[config.mk]
export PLATFORM = sky130hd
export DESIGN_NAME = div_ctrl_flat
export DESIGN_NICKNAME = d
export VERILOG_FILES = /design/src/rtl/div_pkg.sv /design/src/rtl/div_ctrl_if.sv /design/src/rtl/div_sign_fix.sv /design/src/rtl/div_ctrl.sv /design/src/flat_wrapper.sv
export SDC_FILE = /design/constraint.sdc
export NUM_CORES = 1
export LEC_CHECK = 0
export ABC_AREA = 1
export ABC_CLOCK_PERIOD_IN_PS = 2000
export CAP_MARGIN = 5
export CORE_ASPECT_RATIO = 1.5
export CORE_MARGIN = 1
export CORE_UTILIZATION = 35
export CTS_BUF_LIST = sky130_fd_sc_hd__clkbuf_4 sky130_fd_sc_hd__clkbuf_8 sky130_fd_sc_hd__clkbuf_16
export DETAILED_ROUTE_END_ITERATION = 8
export GPL_TIMING_DRIVEN = 0
export SETUP_SLACK_MARGIN = 0.2
export SYNTH_ARGS = -nofsm -noshare
export SYNTH_HDL_FRONTEND = slang
export SYNTH_SLANG_ARGS = --single-unit
[constraint.sdc]
create_clock -name clk -period 2 [get_ports clk]
set_clock_uncertainty 0.05 [all_clocks]
set_input_delay 0.2 -clock clk [delete_from_list [all_inputs] [get_ports clk]]
set_output_delay 0.2 -clock clk [all_outputs]
set_load 0.01 [all_outputs]
[src/rtl/div_pkg.sv]
// Shared types and op-decode helpers for the RV32M divide front-end.
package div_pkg;

  typedef enum logic [1:0] {
    DIV  = 2'b00,
    DIVU = 2'b01,
    REM  = 2'b10,
    REMU = 2'b11
  } div_op_e;

  typedef enum logic [1:0] {
    IDLE  = 2'b00,
    WAIT  = 2'b01,
    DRAIN = 2'b10,
    RESP  = 2'b11
  } div_state_e;

  function automatic logic is_signed(input div_op_e op);
    return (op == DIV) || (op == REM);
  endfunction

  function automatic logic is_rem(input div_op_e op);
    return (op == REM) || (op == REMU);
  endfunction

endpackage

[src/rtl/div_ctrl_if.sv]
// Request/response handshake bundle between the EX stage and div_ctrl.
interface div_ctrl_if #(
  parameter int N = 32
);
  logic         in_valid;
  logic         in_ready;
  logic [1:0]   in_op;
  logic [N-1:0] in_rs1;
  logic [N-1:0] in_rs2;
  logic         out_valid;
  logic         out_ready;
  logic [N-1:0] out_result;

  modport master (
    output in_valid, in_op, in_rs1, in_rs2, out_ready,
    input  in_ready, out_valid, out_result
  );

  modport slave (
    input  in_valid, in_op, in_rs1, in_rs2, out_ready,
    output in_ready, out_valid, out_result
  );
endinterface

[src/rtl/div_sign_fix.sv]
// Applies RV32M sign rules to the unsigned core quotient/remainder.
module div_sign_fix
  import div_pkg::*;
#(
  parameter int N = 32
) (
  input  div_op_e      op,
  input  logic         rs1_neg,
  input  logic         rs2_neg,
  input  logic [N-1:0] div_q,
  input  logic [N-1:0] div_r,
  output logic [N-1:0] result
);

  // Remainder follows the dividend sign; quotient is negative when signs differ
  always_comb begin
    result = {N{1'b0}};
    if (is_rem(op)) begin
      result = (is_signed(op) && rs1_neg) ? ({N{1'b0}} - div_r) : div_r;
    end else begin
      result = (is_signed(op) && (rs1_neg ^ rs2_neg)) ? ({N{1'b0}} - div_q) : div_q;
    end
  end

endmodule

[src/rtl/div_ctrl.sv]
// DIV/DIVU/REM/REMU front-end around an unsigned multi-cycle divider core.
// Define DIV_EARLY_OUT_EN to bypass the core when |rs1| < |rs2|.
module div_ctrl
  import div_pkg::*;
#(
  parameter int N = 32
) (
  input  logic         clk,
  input  logic         rst,
  div_ctrl_if.slave    bus,
  input  logic         flush,
  output logic         busy,
  output logic         div_en,
  output logic [N-1:0] div_a,
  output logic [N-1:0] div_b,
  input  logic [N-1:0] div_q,
  input  logic [N-1:0] div_r,
  input  logic         div_done
);

  div_state_e   state_r, state_s;
  div_op_e      op_in_s, op_r;
  logic         s1_r, s2_r, neg1_s, neg2_s;
  logic [N-1:0] mag1_s, mag2_s, fix_s, res_s;
  logic [N-1:0] out_result_r, div_a_r, div_b_r;
  logic         accept_s, zero_s, ovf_s, early_s, done_s, launch_s, load_s;
  logic         out_valid_r, div_en_r;

  assign op_in_s      = div_op_e'(bus.in_op);
  assign bus.in_ready = (state_r == IDLE) && !rst && !flush;
  assign accept_s     = bus.in_valid && bus.in_ready;

  // Magnitudes: the most negative value maps onto itself, which is correct as unsigned
  assign neg1_s = is_signed(op_in_s) && bus.in_rs1[N-1];
  assign neg2_s = is_signed(op_in_s) && bus.in_rs2[N-1];
  assign mag1_s = neg1_s ? ({N{1'b0}} - bus.in_rs1) : bus.in_rs1;
  assign mag2_s = neg2_s ? ({N{1'b0}} - bus.in_rs2) : bus.in_rs2;
  assign zero_s = (bus.in_rs2 == {N{1'b0}});
  assign ovf_s  = is_signed(op_in_s) && (bus.in_rs1 == {1'b1, {(N-1){1'b0}}})
                  && (bus.in_rs2 == {N{1'b1}});
`ifdef DIV_EARLY_OUT_EN
  assign early_s = !zero_s && (mag1_s < mag2_s);
`else
  assign early_s = 1'b0;
`endif

  // A level done left over from the previous request is masked during the launch cycle
  assign done_s = div_done && !div_en_r;

  div_sign_fix #(.N(N)) u_sign_fix (
    .op      (op_r),
    .rs1_neg (s1_r),
    .rs2_neg (s2_r),
    .div_q   (div_q),
    .div_r   (div_r),
    .result  (fix_s)
  );

  // State register
  always_ff @(posedge clk) begin
    if (rst) begin
      state_r <= IDLE;
    end else begin
      state_r <= state_s;
    end
  end

  // Next-state, result selection and launch decision
  always_comb begin
    state_s  = state_r;
    load_s   = 1'b0;
    launch_s = 1'b0;
    res_s    = {N{1'b0}};
    case (state_r)
      IDLE: begin
        if (!accept_s) begin
          state_s = IDLE;
        end else if (zero_s) begin
          load_s  = 1'b1;
          res_s   = is_rem(op_in_s) ? bus.in_rs1 : {N{1'b1}};
          state_s = RESP;
        end else if (ovf_s) begin
          load_s  = 1'b1;
          res_s   = is_rem(op_in_s) ? {N{1'b0}} : {1'b1, {(N-1){1'b0}}};
          state_s = RESP;
        end else if (early_s) begin
          load_s  = 1'b1;
          res_s   = is_rem(op_in_s) ? bus.in_rs1 : {N{1'b0}};
          state_s = RESP;
        end else begin
          launch_s = 1'b1;
          state_s  = WAIT;
        end
      end
      WAIT: begin
        if (flush) begin
          state_s = done_s ? IDLE : DRAIN;
        end else if (done_s) begin
          load_s  = 1'b1;
          res_s   = fix_s;
          state_s = RESP;
        end else begin
          state_s = WAIT;
        end
      end
      DRAIN: begin
        if (done_s) begin
          state_s = IDLE;
        end else begin
          state_s = DRAIN;
        end
      end
      RESP: begin
        if (flush || bus.out_ready) begin
          state_s = IDLE;
        end else begin
          state_s = RESP;
        end
      end
      default: begin
        state_s = IDLE;
      end
    endcase
  end

  // Registered outputs and per-request context
  always_ff @(posedge clk) begin
    if (rst) begin
      out_valid_r  <= 1'b0;
      out_result_r <= {N{1'b0}};
      div_en_r     <= 1'b0;
      div_a_r      <= {N{1'b0}};
      div_b_r      <= {N{1'b0}};
      op_r         <= DIV;
      s1_r         <= 1'b0;
      s2_r         <= 1'b0;
    end else begin
      out_valid_r <= (state_s == RESP);
      div_en_r    <= launch_s;
      if (load_s) begin
        out_result_r <= res_s;
      end
      if (accept_s) begin
        op_r <= op_in_s;
        s1_r <= neg1_s;
        s2_r <= neg2_s;
      end
      if (launch_s) begin
        div_a_r <= mag1_s;
        div_b_r <= mag2_s;
      end
    end
  end

  assign bus.out_valid  = out_valid_r;
  assign bus.out_result = out_result_r;
  assign div_en         = div_en_r;
  assign div_a          = div_a_r;
  assign div_b          = div_b_r;
  assign busy           = (state_r != IDLE);

endmodule

[src/flat_wrapper.sv]
// flat-port wrapper written by rule: the top's interface ports become plain ports
module div_ctrl_flat import div_pkg::*;
#(
  parameter int N = 32
)
  (clk, rst, flush, busy, div_en, div_a, div_b, div_q, div_r, div_done, bus_in_valid, bus_in_op, bus_in_rs1, bus_in_rs2, bus_out_ready, bus_in_ready, bus_out_valid, bus_out_result);
  div_ctrl_if #(.N(N)) bus_i ();
  input  logic clk;
  input  logic rst;
  input  logic flush;
  output logic busy;
  output logic div_en;
  output logic [N-1:0] div_a;
  output logic [N-1:0] div_b;
  input  logic [N-1:0] div_q;
  input  logic [N-1:0] div_r;
  input  logic div_done;
  input wire logic [$bits(bus_i.in_valid)-1:0] bus_in_valid;
  input wire logic [$bits(bus_i.in_op)-1:0] bus_in_op;
  input wire logic [$bits(bus_i.in_rs1)-1:0] bus_in_rs1;
  input wire logic [$bits(bus_i.in_rs2)-1:0] bus_in_rs2;
  input wire logic [$bits(bus_i.out_ready)-1:0] bus_out_ready;
  output wire logic [$bits(bus_i.in_ready)-1:0] bus_in_ready;
  output wire logic [$bits(bus_i.out_valid)-1:0] bus_out_valid;
  output wire logic [$bits(bus_i.out_result)-1:0] bus_out_result;
  assign bus_i.in_valid = bus_in_valid;
  assign bus_i.in_op = bus_in_op;
  assign bus_i.in_rs1 = bus_in_rs1;
  assign bus_i.in_rs2 = bus_in_rs2;
  assign bus_i.out_ready = bus_out_ready;
  assign bus_in_ready = bus_i.in_ready;
  assign bus_out_valid = bus_i.out_valid;
  assign bus_out_result = bus_i.out_result;
  div_ctrl #(.N(N)) u_core (.clk(clk), .rst(rst), .bus(bus_i), .flush(flush), .busy(busy), .div_en(div_en), .div_a(div_a), .div_b(div_b), .div_q(div_q), .div_r(div_r), .div_done(div_done));
endmodule
Word level (Yosys, flattened, before mapping)
Index checks and enable logic that the tools add are counted.
{"block": "totals", "reg_bits": 104, "inputBits": 136, "out_inout_bits": 100}
{"block": "op_classes", "addsub": 4, "eq_ne": 10, "muxes": 31, "n_bitwise": 1, "n_reduce_logical": 23}
{"op": "32-bit two-way mux", "n": 12}
{"op": "1-bit by 32-bit subtractor with 32-bit output, first input constant", "n": 4}
{"op": "32-bit == test, second input constant", "n": 2}
{"op": "32-bit one-hot mux with 2 select lines", "n": 1}
{"op": "32-bit zero test", "n": 1}
{"op": "2-bit == test, second input constant", "n": 7}
{"op": "2-bit two-way mux", "n": 7}
{"op": "1-bit logical AND", "n": 10}
{"op": "1-bit two-way mux", "n": 9}
{"op": "2-bit one-hot mux with 4 select lines", "n": 1}
{"op": "2-bit zero test", "n": 3}
{"op": "1-bit logical OR", "n": 5}
{"op": "1-bit zero test", "n": 3}
{"op": "2-bit by 1-bit == test with 1-bit output, second input constant", "n": 1}
{"op": "1-bit one-hot mux with 2 select lines", "n": 1}
{"op": "2-bit nonzero test", "n": 1}
{"op": "1-bit XOR", "n": 1}

Depth between registers and ports, before layout
Gate-level depths: netlist of run 1.
{"block": "depth", "depth_word": 9, "mapped_depth": 15, "mapped_depth_nobuf": 14}

By module
From an unflattened synthesis of run 1, not the netlist that was laid out.
{"block": "unflattened", "hier_cells": 1410, "hier_area_um2": 8496.9}
{"mod": "div_ctrl", "instances": 1, "cells_each": 908, "area_per_inst_um2": 6153.4, "seq_area_each_um2": 2082.0}
{"mod": "div_sign_fix", "instances": 1, "cells_each": 502, "area_per_inst_um2": 2343.5, "seq_area_each_um2": 0.0}

Least setup slack after synthesis of run 1
Ideal clock, no wire load.
{"block": "synth_timing", "path_type": "in2reg", "start": "input port bus_in_rs1[0]", "end": "register u_core.out_result_r[29], in the netlist u_core.bus.out_result[29]", "setup_ns": 0.115, "arrival_time_ns": 1.590, "required_time_ns": 1.835, "setup_slack_ns": 0.245, "stages": 15, "n_path_buf": 2, "path_cell_list": "inv_1 ha_1 nand3_1 nor2_2 nand2_1 nor2_1 nand3_2 nand2_4 nand2_4 nand2_4 buf_12 buf_8 nand2_1 nor2_1 nor2_1"}
{"block": "synth_between", "elab_chain_cells": 7, "word_cells_on_any_way": 11, "classes_between": "eq/ne (1); mux (8); reduce/logical (2)"}
{"item": "start: declaration", "line_no": "flat_wrapper.sv:20", "text": "input wire logic [$bits(bus_i.in_rs1)-1:0] bus_in_rs1;"}
{"item": "32-bit == test (*)", "line_no": "div_ctrl.sv:39", "text": "assign ovf_s = is_signed(op_in_s) && (bus.in_rs1 == {1'b1, {(N-1){1'b0}}})"}
{"item": "1-bit logical AND (*)", "line_no": "div_ctrl.sv:39"}
{"item": "1-bit logical AND (*)", "line_no": "div_ctrl.sv:40", "text": "&& (bus.in_rs2 == {N{1'b1}});"}
{"item": "32-bit two-way mux or 1-bit two-way mux (tied branches)", "line_no": "div_ctrl.sv:82", "text": "end else if (ovf_s) begin"}
{"item": "32-bit two-way mux or 1-bit two-way mux (tied branches)", "line_no": "div_ctrl.sv:78", "text": "end else if (zero_s) begin"}
{"item": "32-bit two-way mux or 1-bit two-way mux (tied branches)", "line_no": "div_ctrl.sv:76", "text": "if (!accept_s) begin"}
{"item": "32-bit one-hot mux with 2 select lines or 1-bit one-hot mux with 2 select lines (tied branches)", "line_no": "div_ctrl.sv:74", "text": "case (state_r)"}
{"item": "end signal: assignment", "line_no": "div_ctrl.sv:130", "text": "out_result_r <= {N{1'b0}};"}
{"item": "end signal: assignment", "line_no": "div_ctrl.sv:141", "text": "out_result_r <= res_s;"}
{"item": "end: declaration", "line_no": "div_ctrl.sv:25", "text": "logic [N-1:0] out_result_r, div_a_r, div_b_r;"}
Mark *: on every way between the ends. The rest lies on a longest branch, timed or not.
A chain may end at the register's enable or synchronous reset.

Worst setup path in the final report of run 1
{"block": "layout_timing", "start": "register u_core.state_r[0]", "end": "register u_core.out_result_r[1], in the netlist u_core.bus.out_result[1]"}
{"block": "layout_between", "elab_chain_cells": 6, "word_cells_on_any_way": 9, "classes_between": "eq/ne (1); mux (4); reduce/logical (4)"}
{"item": "start: declaration", "line_no": "div_ctrl.sv:21", "text": "div_state_e state_r, state_s;"}
{"item": "start signal: assignment", "line_no": "div_ctrl.sv:64", "text": "state_r <= state_s;"}
{"item": "2-bit zero test", "line_no": "div_ctrl.sv:30, div_ctrl.sv:74"}
{"item": "1-bit logical AND (2 in a row)", "line_no": "div_ctrl.sv:30", "text": "assign bus.in_ready = (state_r == IDLE) && !rst && !flush;"}
{"item": "1-bit logical AND", "line_no": "div_ctrl.sv:31", "text": "assign accept_s = bus.in_valid && bus.in_ready;"}
{"item": "32-bit two-way mux or 1-bit two-way mux (tied branches)", "line_no": "div_ctrl.sv:76"}
{"item": "32-bit one-hot mux with 2 select lines or 1-bit one-hot mux with 2 select lines (tied branches)", "line_no": "div_ctrl.sv:74"}
Parallel ways exist; a longest one is shown, timed or not.

==> metrics.md, run 1 <==
| Metric | Value |
|---|---|
| Synth unique cells | `around 40` |
| Vias in the first global route | `about 11000` |
| Synthesized instance count | `about 1500` |
| CTS Hold Bufs | `0` |
| Internal | `4.10 mW` |
| DIE AREA | `around 25000 sq um` |
| DR vias/cell | `approximately 5.3` |
| Post-route cell area | `approximately 14000 sq um` |
| Ys async rst share | `0%` |
| Via count | `around 11000` |
| Final worst path period share | `95.0%` |
| YS warnings | `0` |
| CTS root buf | `clkbuf_16` |
| GR Overflow Total | `0` |
| Avg Inst Size Synth | `~5.7 sq um` |
| Clock slew at reported path FFs | `70 ps` |
| Final std cells w/o fill | `between 2000 and 2500` |
| First drt pass iteration count | `5` |
| Num rows | `69` |
| Core area | `~24000 sq um` |
| # port buffers | `around 240` |
| Htree depth | `3` |
| Cell Chain, Critical Path | `inv_2, nand2_2, nor3_2, and2_1, buf_6, buf_6, nand4_4, buf_4, clkbuf_16, o21ai_4, nor2_4, nor2_1` |
| Post-route ant nets | `0` |
| Clock share of power | `a little under a third` |
| CP Capture Type | `flop` |
| Sequential power share | `a little over a third` |
| Post-Synth XOR/XNOR Area | `under 10%` |
| Met2 Usage GRT | `64.5%` |
| Max clock buf depth | `2` |
| Final Hold Vio Count | `0` |
| Post-synthesis sequential area ratio | `between 20% and 30%` |
| Simple-gate share of the synthesized area | `44.3%` |
| Fmax | `526 MHz` |
| Max_cap viols | `0` |
| Crit path DAT | `roughly 2200 ps` |
| Fin. max-slew vios | `0` |
| CP peak stage delay | `roughly 330 ps` |
| Die Y | `around 190 um` |
| Critical path type | `flop to flop` |
| Ranking of synthesized cells by area | `dfxtp_1 24%, nand2_1 14%, nor2_1 13%, nand3_1 10%, o21ai_0 6.7%` |
| Main combinational cell family by area after synthesis | `simple AND/OR/NAND/NOR gates` |
| Layout cells sized above 1 | `24.2%` |
| Predominant post-synthesis flop cell | `dfxtp_1` |
| First-pass GRT wire length | `approximately 62 mm` |
| P_leak | `approximately 5.7 nW` |
| TritonCTS clock tree | `yes` |
| Switching share of power | `between 30% and 40%` |
| Area share of the largest cell type after synthesis | `around a quarter` |
| Initial DRC Count | `roughly 710` |
| Shortest period the worst path allows | `about 1900 ps` |
| Clock sink total | `around 100` |
| Clock Latency Late Sink | `about 360 ps` |
| CP required | `approximately 2300 ps` |
| DRC errors left | `0` |
| Drt wl/cell | `slightly above 20 um` |
| Drt total wl | `between 40 and 50 mm` |
| Number of flops mapped to enable cells by yosys | `0` |
| Net load switching power | `approximately 2.2 mW` |
| Width of the die | `129 um` |
| #FFs+latches synth | `between 100 and 150` |
| Hold Path Class | `input port to flop` |
| PD cells | `between 400 and 500 nW/um^2` |
| CP Max Fanout | `5` |
| CP top delay family | `buffers and inverters` |
| Cell Area, Placed | `~11000 sq um` |
| Routability cong. | `0.976` |
| Max VDD drop | `between 400 and 500 uV` |
| Met3 usage | `under 10%` |
| Final setup fails | `0` |
| Most used cell, CP | `buf_6` |
| Worst Max-Slew Pin Slew | `a little over 900 ps` |
| Mapped Area | `8500 sq um` |
| Starting Density | `35.8%` |
| Dpl hpwl | `approximately 34 mm` |
| Synth area leader | `dfxtp_1` |
| Met1 Usage GRT | `32.0%` |
| Post-synthesis mux area share | `0%` |
| Placed Cells | `around 2000` |
| Adder-cell share of the synthesized area | `less than 1%` |
| Worst Setup Start Kind | `flop` |
| CP Buf/Inv Count | `5` |
| Top-count cell post-synth | `nand2_1` |
| Comb pwr share | `between 30% and 40%` |
| RSZ-0062 raised after global routing | `yes` |
| Critical path's slowest cell | `dfxtp_2` |
| Total Routing Usage GR | `33.7%` |
| Most frequent cells after synthesis | `307 x nand2_1, 284 x nor2_1, 170 x nand3_1` |
| Synth Net Count | `~1600` |
| Status | `complete, no violations` |
| Initial antenna violation count | `2` |
| Gr busiest metal | `met2` |
| Syn-to-layout area delta | `63.1%` |
| # nets final | `between 1500 and 2000` |
| Io pins | `~240` |
| CTS buffer count | `9` |
| Relative slew margins | `a little under two fifths` |
| Compound-Gate Fraction of Synth Area | `16.9%` |
| Final setup TNS | `0 ps` |
| Largest net degree at the start of global routing | `16` |
## state kept, by name, summed over array words and instances (netlist names)
signal / count
u_core.div_en: 1
u_core.state_r: 2
u_core.div_b: 32
u_core.div_a: 32
u_core.bus.out_valid: 1
u_core.s2_r: 1
u_core.s1_r: 1
u_core.bus.out_result: 32
u_core.op_r: 2
## stage by stage
stage	hold WS, ps	utilization, %	setup slack, ps	power (mW)
floorplan	304	-	245	3.05
global placement	402	47.4	-768	3.96
detailed placement	408	47.4	-768	3.95
CTS	265	52.0	157	5.96
global route	225	58.4	-6.54	6.50
finish	227	58.4	99.8	6.26
## per-layer routing
metal  up-vias  part of all wire (%)
met5         -                     0
met3       153                   5.0
met4         0                   8.4
met1      5242                    34
li1       5534                     -
met2       458                    52
## cell type report
| cell class | instances | area (sq um) |
|---|---|---|
| Clock inverter | 2 | 38.8 |
| Timing Repair Buffer | 314 | 3210 |
| Fill cell | 2345 | 9880 |
| Buffer | 58 | 542 |
| Multi-Input combinational cell | 1188 | 6790 |
| Tap cell | 319 | 399 |
| Clock buffer | 13 | 268 |
| Inverter | 131 | 513 |
| Sequential cell | 104 | 2090 |
| Antenna cell | 2 | 5.00 |
## layout by cell type, fill, tap and decap left out, types with 4 or more instances in the layout
| cell type | instances |
|---|---|
| xnor2_1 | 8 |
| o21ai_2 | 45 |
| buf_2 | 5 |
| nand4_1 | 32 |
| inv_1 | 102 |
| xor2_1 | 28 |
| buf_4 | 52 |
| dfxtp_2 | 4 |
| o21ai_4 | 7 |
| a21oi_1 | 76 |
| nor2_2 | 49 |
| buf_12 | 11 |
| o21ai_1 | 41 |
| nor2_1 | 210 |
| dlygate4sd2_1 | 48 |
| clkdlybuf4s15_1 | 6 |
| o211ai_1 | 4 |
| a21oi_2 | 28 |
| nand3b_1 | 13 |
| buf_6 | 21 |
| clkbuf_1 | 13 |
| nand3_4 | 7 |
| clkdlybuf4s50_1 | 159 |
| nand3_1 | 142 |
| nor2_4 | 42 |
| dfxtp_1 | 99 |
| inv_2 | 23 |
| nor3_2 | 4 |
| clkbuf_2 | 18 |
| ha_4 | 4 |
| o21ai_0 | 77 |
| nand3_2 | 26 |
| clkbuf_16 | 23 |
| nand2_4 | 9 |
| nand2_2 | 18 |
| clkdlybuf4s15_2 | 5 |
| buf_8 | 8 |
| nand2_1 | 283 |
| dlymetal6s2s_1 | 10 |
| nor3_1 | 12 |
## timing repair
action                                 4_1_cts  5_1_grt
setup buffers                               24       39
pin swaps                                   27       90
endpoints found under the hold margin        0        0
gates cloned                                 0       16
setup endpoints to repair                  101       95
resized for setup                          277      286
## worst register-to-register path: cells and delay by family (launching register included)
family                 cells  cell delay, ps
and+or+nand+nor            6             590
buffers and inverters      5             710
DFF                        1             330
AOI/OAI and AO/OA          1             160
## worst paths after layout
path / from / to / slack (ps) / cells past startpoint
worst max-delay path: u_core.state_r[0]$_SDFF_PP0_ / u_core.bus.out_result[1]$_SDFFE_PP0P_ / 100 / 12
worst min register to register: u_core.div_a[1]$_SDFFE_PP0P_ / u_core.div_a[1]$_SDFFE_PP0P_ / 420 / 2
worst max register to register: u_core.state_r[0]$_SDFF_PP0_ / u_core.bus.out_result[1]$_SDFFE_PP0P_ / 100 / 12
worst min-delay path: bus_in_rs1[27] / u_core.div_a[27]$_SDFFE_PP0P_ / 230 / 3
## cell families after synthesis
logic type,Yosys count
and+or+nand+nor,861
DFF,104
xor gates and xnor gates,38
buffers and inverters,189
adders and majority gates,6
AOI/OAI and AO/OA,283
## power groups by stage
stage | combinational (mW) | clock (mW) | sequential, mW
5_1_grt | 2.27 | 2.00 | 2.22
2_1_floorplan | 0.767 | 0 | 2.28
3_5_place_dp | 1.70 | 0 | 2.25
6_report | 2.13 | 1.91 | 2.22
4_1_cts | 1.82 | 1.93 | 2.21
3_3_place_gp | 1.70 | 0 | 2.25
Note: power is estimated with default switching activity, not from simulation.
==> run 2, diff against run 1 <==
Settings changed: PLACE_DENSITY from default to 0.68.
==> run 2 against run 1 <==
Against the previous run:
- sequential share of layout area up 0.75 points
- first-iteration DRC count up 19%
- critical endpoint is now u_core.bus.out_result[27]$_SDFFE_PP0P_
- sequential power about the same
- clock power about the same
==> metrics.md, run 2 (synthesized netlist as in run 1, its figures left out) <==
| Metric | Value |
|---|---|
| Status | `complete, no violations` |
| Hold Startpoint | `bus_in_rs1[23]` |
| Num rows | `69` |
| Reg-to-Reg End | `u_core.div_a[31]$_SDFFE_PP0P_` |
| Width of the die | `129 um` |
| First-pass GRT wire length | `roughly 61 mm` |
| Critical path type | `input port to flop` |
| Die Y | `about 190 um` |
| Core area | `roughly 24000 sq um` |
| Initial DRC Count | `approximately 840` |
| Htree depth | `3` |
| Drt wl/cell | `19.9 um` |
| Crit path DAT | `between 2000 and 2500 ps` |
| Max_cap viols | `0` |
| P_leak | `around 5.5 nW` |
| Worst Max-Slew Pin Slew | `about 630 ps` |
| CP peak stage delay | `roughly 500 ps` |
| Routability cong. | `roughly 1.0` |
| Final Hold Vio Count | `0` |
| First drt pass iteration count | `5` |
| # port buffers | `235` |
| Clock Latency Late Sink | `350 ps` |
| CP required | `about 2200 ps` |
| Critical path's slowest cell | `clkdlybuf4s50_1` |
| GR Overflow Total | `0` |
| Final Power | `a little over 6 mW` |
| Drt total wl | `between 40 and 50 mm` |
| Total Routing Usage GR | `33.1%` |
| Vias in the first global route | `11300` |
| RSZ-0062 raised after global routing | `yes` |
| Final std cells w/o fill | `approximately 2100` |
| DIE AREA | `around 25000 sq um` |
| Clock slew at reported path FFs | `~80 ps` |
| Starting Density | `between 30% and 40%` |
| DR vias/cell | `about 5.4` |
| R2r startpoint | `u_core.state_r[0]$_SDFF_PP0_` |
| Placed Cells | `2035` |
| Largest net degree at the start of global routing | `18` |
| CP Max Fanout | `5` |
| Via count | `roughly 11000` |
| Hold depth | `3` |
| Max clock buf depth | `2` |
| # nets final | `slightly below 2000` |
| Post-route cell area | `13200 sq um` |
| CTS root buf | `clkbuf_16` |
| Final worst path period share | `around 94%` |
| Final setup fails | `0` |
| Layout cells sized above 1 | `19.8%` |
| Flop2flop setup slack | `roughly 130 ps` |
| PD cells | `approximately 460 nW/um^2` |
| CP top delay family | `simple AND/OR/NAND/NOR gates` |
| Dpl hpwl | `around 33 mm` |
| Worst Setup Start Kind | `input port` |
| Shortest period the worst path allows | `about 1900 ps` |
| Clock sink total | `104` |
| Relative slew margins | `a little under 60%` |
| Fmax | `approximately 530 MHz` |
| DRC errors left | `0` |
| CP Capture Type | `flop` |
| Worst hold endpoint | `u_core.div_a[23]$_SDFFE_PP0P_` |
| Worst R2R Path Depth | `11` |
| Fin. max-slew vios | `0` |
| Post-route ant nets | `0` |
| Initial antenna violation count | `3` |
| CP Buf/Inv Count | `2` |
| Max VDD drop | `approximately 370 uV` |
| TritonCTS clock tree | `yes` |
| Final setup TNS | `0 ps` |
| Io pins | `~240` |
| Most common cell after layout, fill and taps aside | `nand2_1` |
| Syn-to-layout area delta | `55.3%` |
| Hold Path Class | `input port to flop` |
| Most frequent cells in the layout | `280 x nand2_1, 214 x nor2_1, 156 x clkdlybuf4s50_1` |
| WHS | `approximately 240 ps` |
| CTS buffer count | `9` |
| Cell Area, Placed | `approximately 11000 sq um` |
| Cell Chain, Critical Path | `clkdlybuf4s50_1, inv_1, nand3_1, nand3b_1, nand2_8, nand3_2, nand2_1, nand2_1, nor2_4, nor2_2, nor2_2, nor2_1` |
-- run 2: per-layer routing --
metal / GRT usage, % / vias up / share of wire, %
met1: 32.4 / 5278 / 34
met4: 25.6 / 0 / 8.1
li1: - / 5524 / -
met3: 4.35 / 159 / 5.9
met2: 62.1 / 517 / 52
met5: 0 / - / 0
-- run 2: timing repair --
item / CTS / global route
resized for setup: 271 / 221
hold buffers: 0 / 0
setup endpoints to repair: 102 / 98
pin swaps: 52 / 73
buffers inserted: 30 / 22
gates cloned: 4 / 5
-- run 2: power by group --
group          switching, mW  internal, mW  leakage [nW]
clock                  0.864          1.01         0.148
sequential            0.0560          2.15         0.849
combinational           1.19         0.805          4.55
-- run 2: tightest hold or removal path, stage by stage --
cell	delay [ps]
clkbuf_2	180
xor2_1	100
a21oi_1	130
-- run 2: final cells by class --
| cell class | count | area (sq um) |
|---|---|---|
| fillers | 2389 | 10500 |
| multi-input cells | 1188 | 6470 |
| repair buffers | 296 | 2880 |
| flip-flops and latches | 104 | 2090 |
| plain buffers | 58 | 527 |
| inverters | 131 | 515 |
| well taps | 319 | 399 |
| clock buffers | 11 | 240 |
| clock inverters | 5 | 63.8 |
| diodes | 5 | 12.5 |
-- run 2: through the flow --
| stage | setup WS, ps | util, % |
|---|---|---|
| after global routing | 30.2 | 55.6 |
| after global placement | -712 | 47.4 |
| after CTS | 146 | 52.0 |
| final | 113 | 55.6 |
| after floorplan | 245 | - |
| after detailed placement | -693 | 47.4 |
-- run 2: how the worst max path moves through the flow --
| stage | start | end | depth (start not counted) |
|---|---|---|---|
| floorplan | bus_in_rs1[0] | u_core.bus.out_result[29]$_SDFFE_PP0P_ | 15 |
| global placement | bus_in_rs1[13] | u_core.div_a[31]$_SDFFE_PP0P_ | 10 |
| detailed placement | bus_in_rs1[0] | u_core.bus.out_result[19]$_SDFFE_PP0P_ | 15 |
| CTS | u_core.state_r[0]$_SDFF_PP0_ | u_core.div_a[27]$_SDFFE_PP0P_ | 11 |
| global route | div_q[8] | u_core.bus.out_result[27]$_SDFFE_PP0P_ | 12 |
| finish | div_q[8] | u_core.bus.out_result[27]$_SDFFE_PP0P_ | 12 |
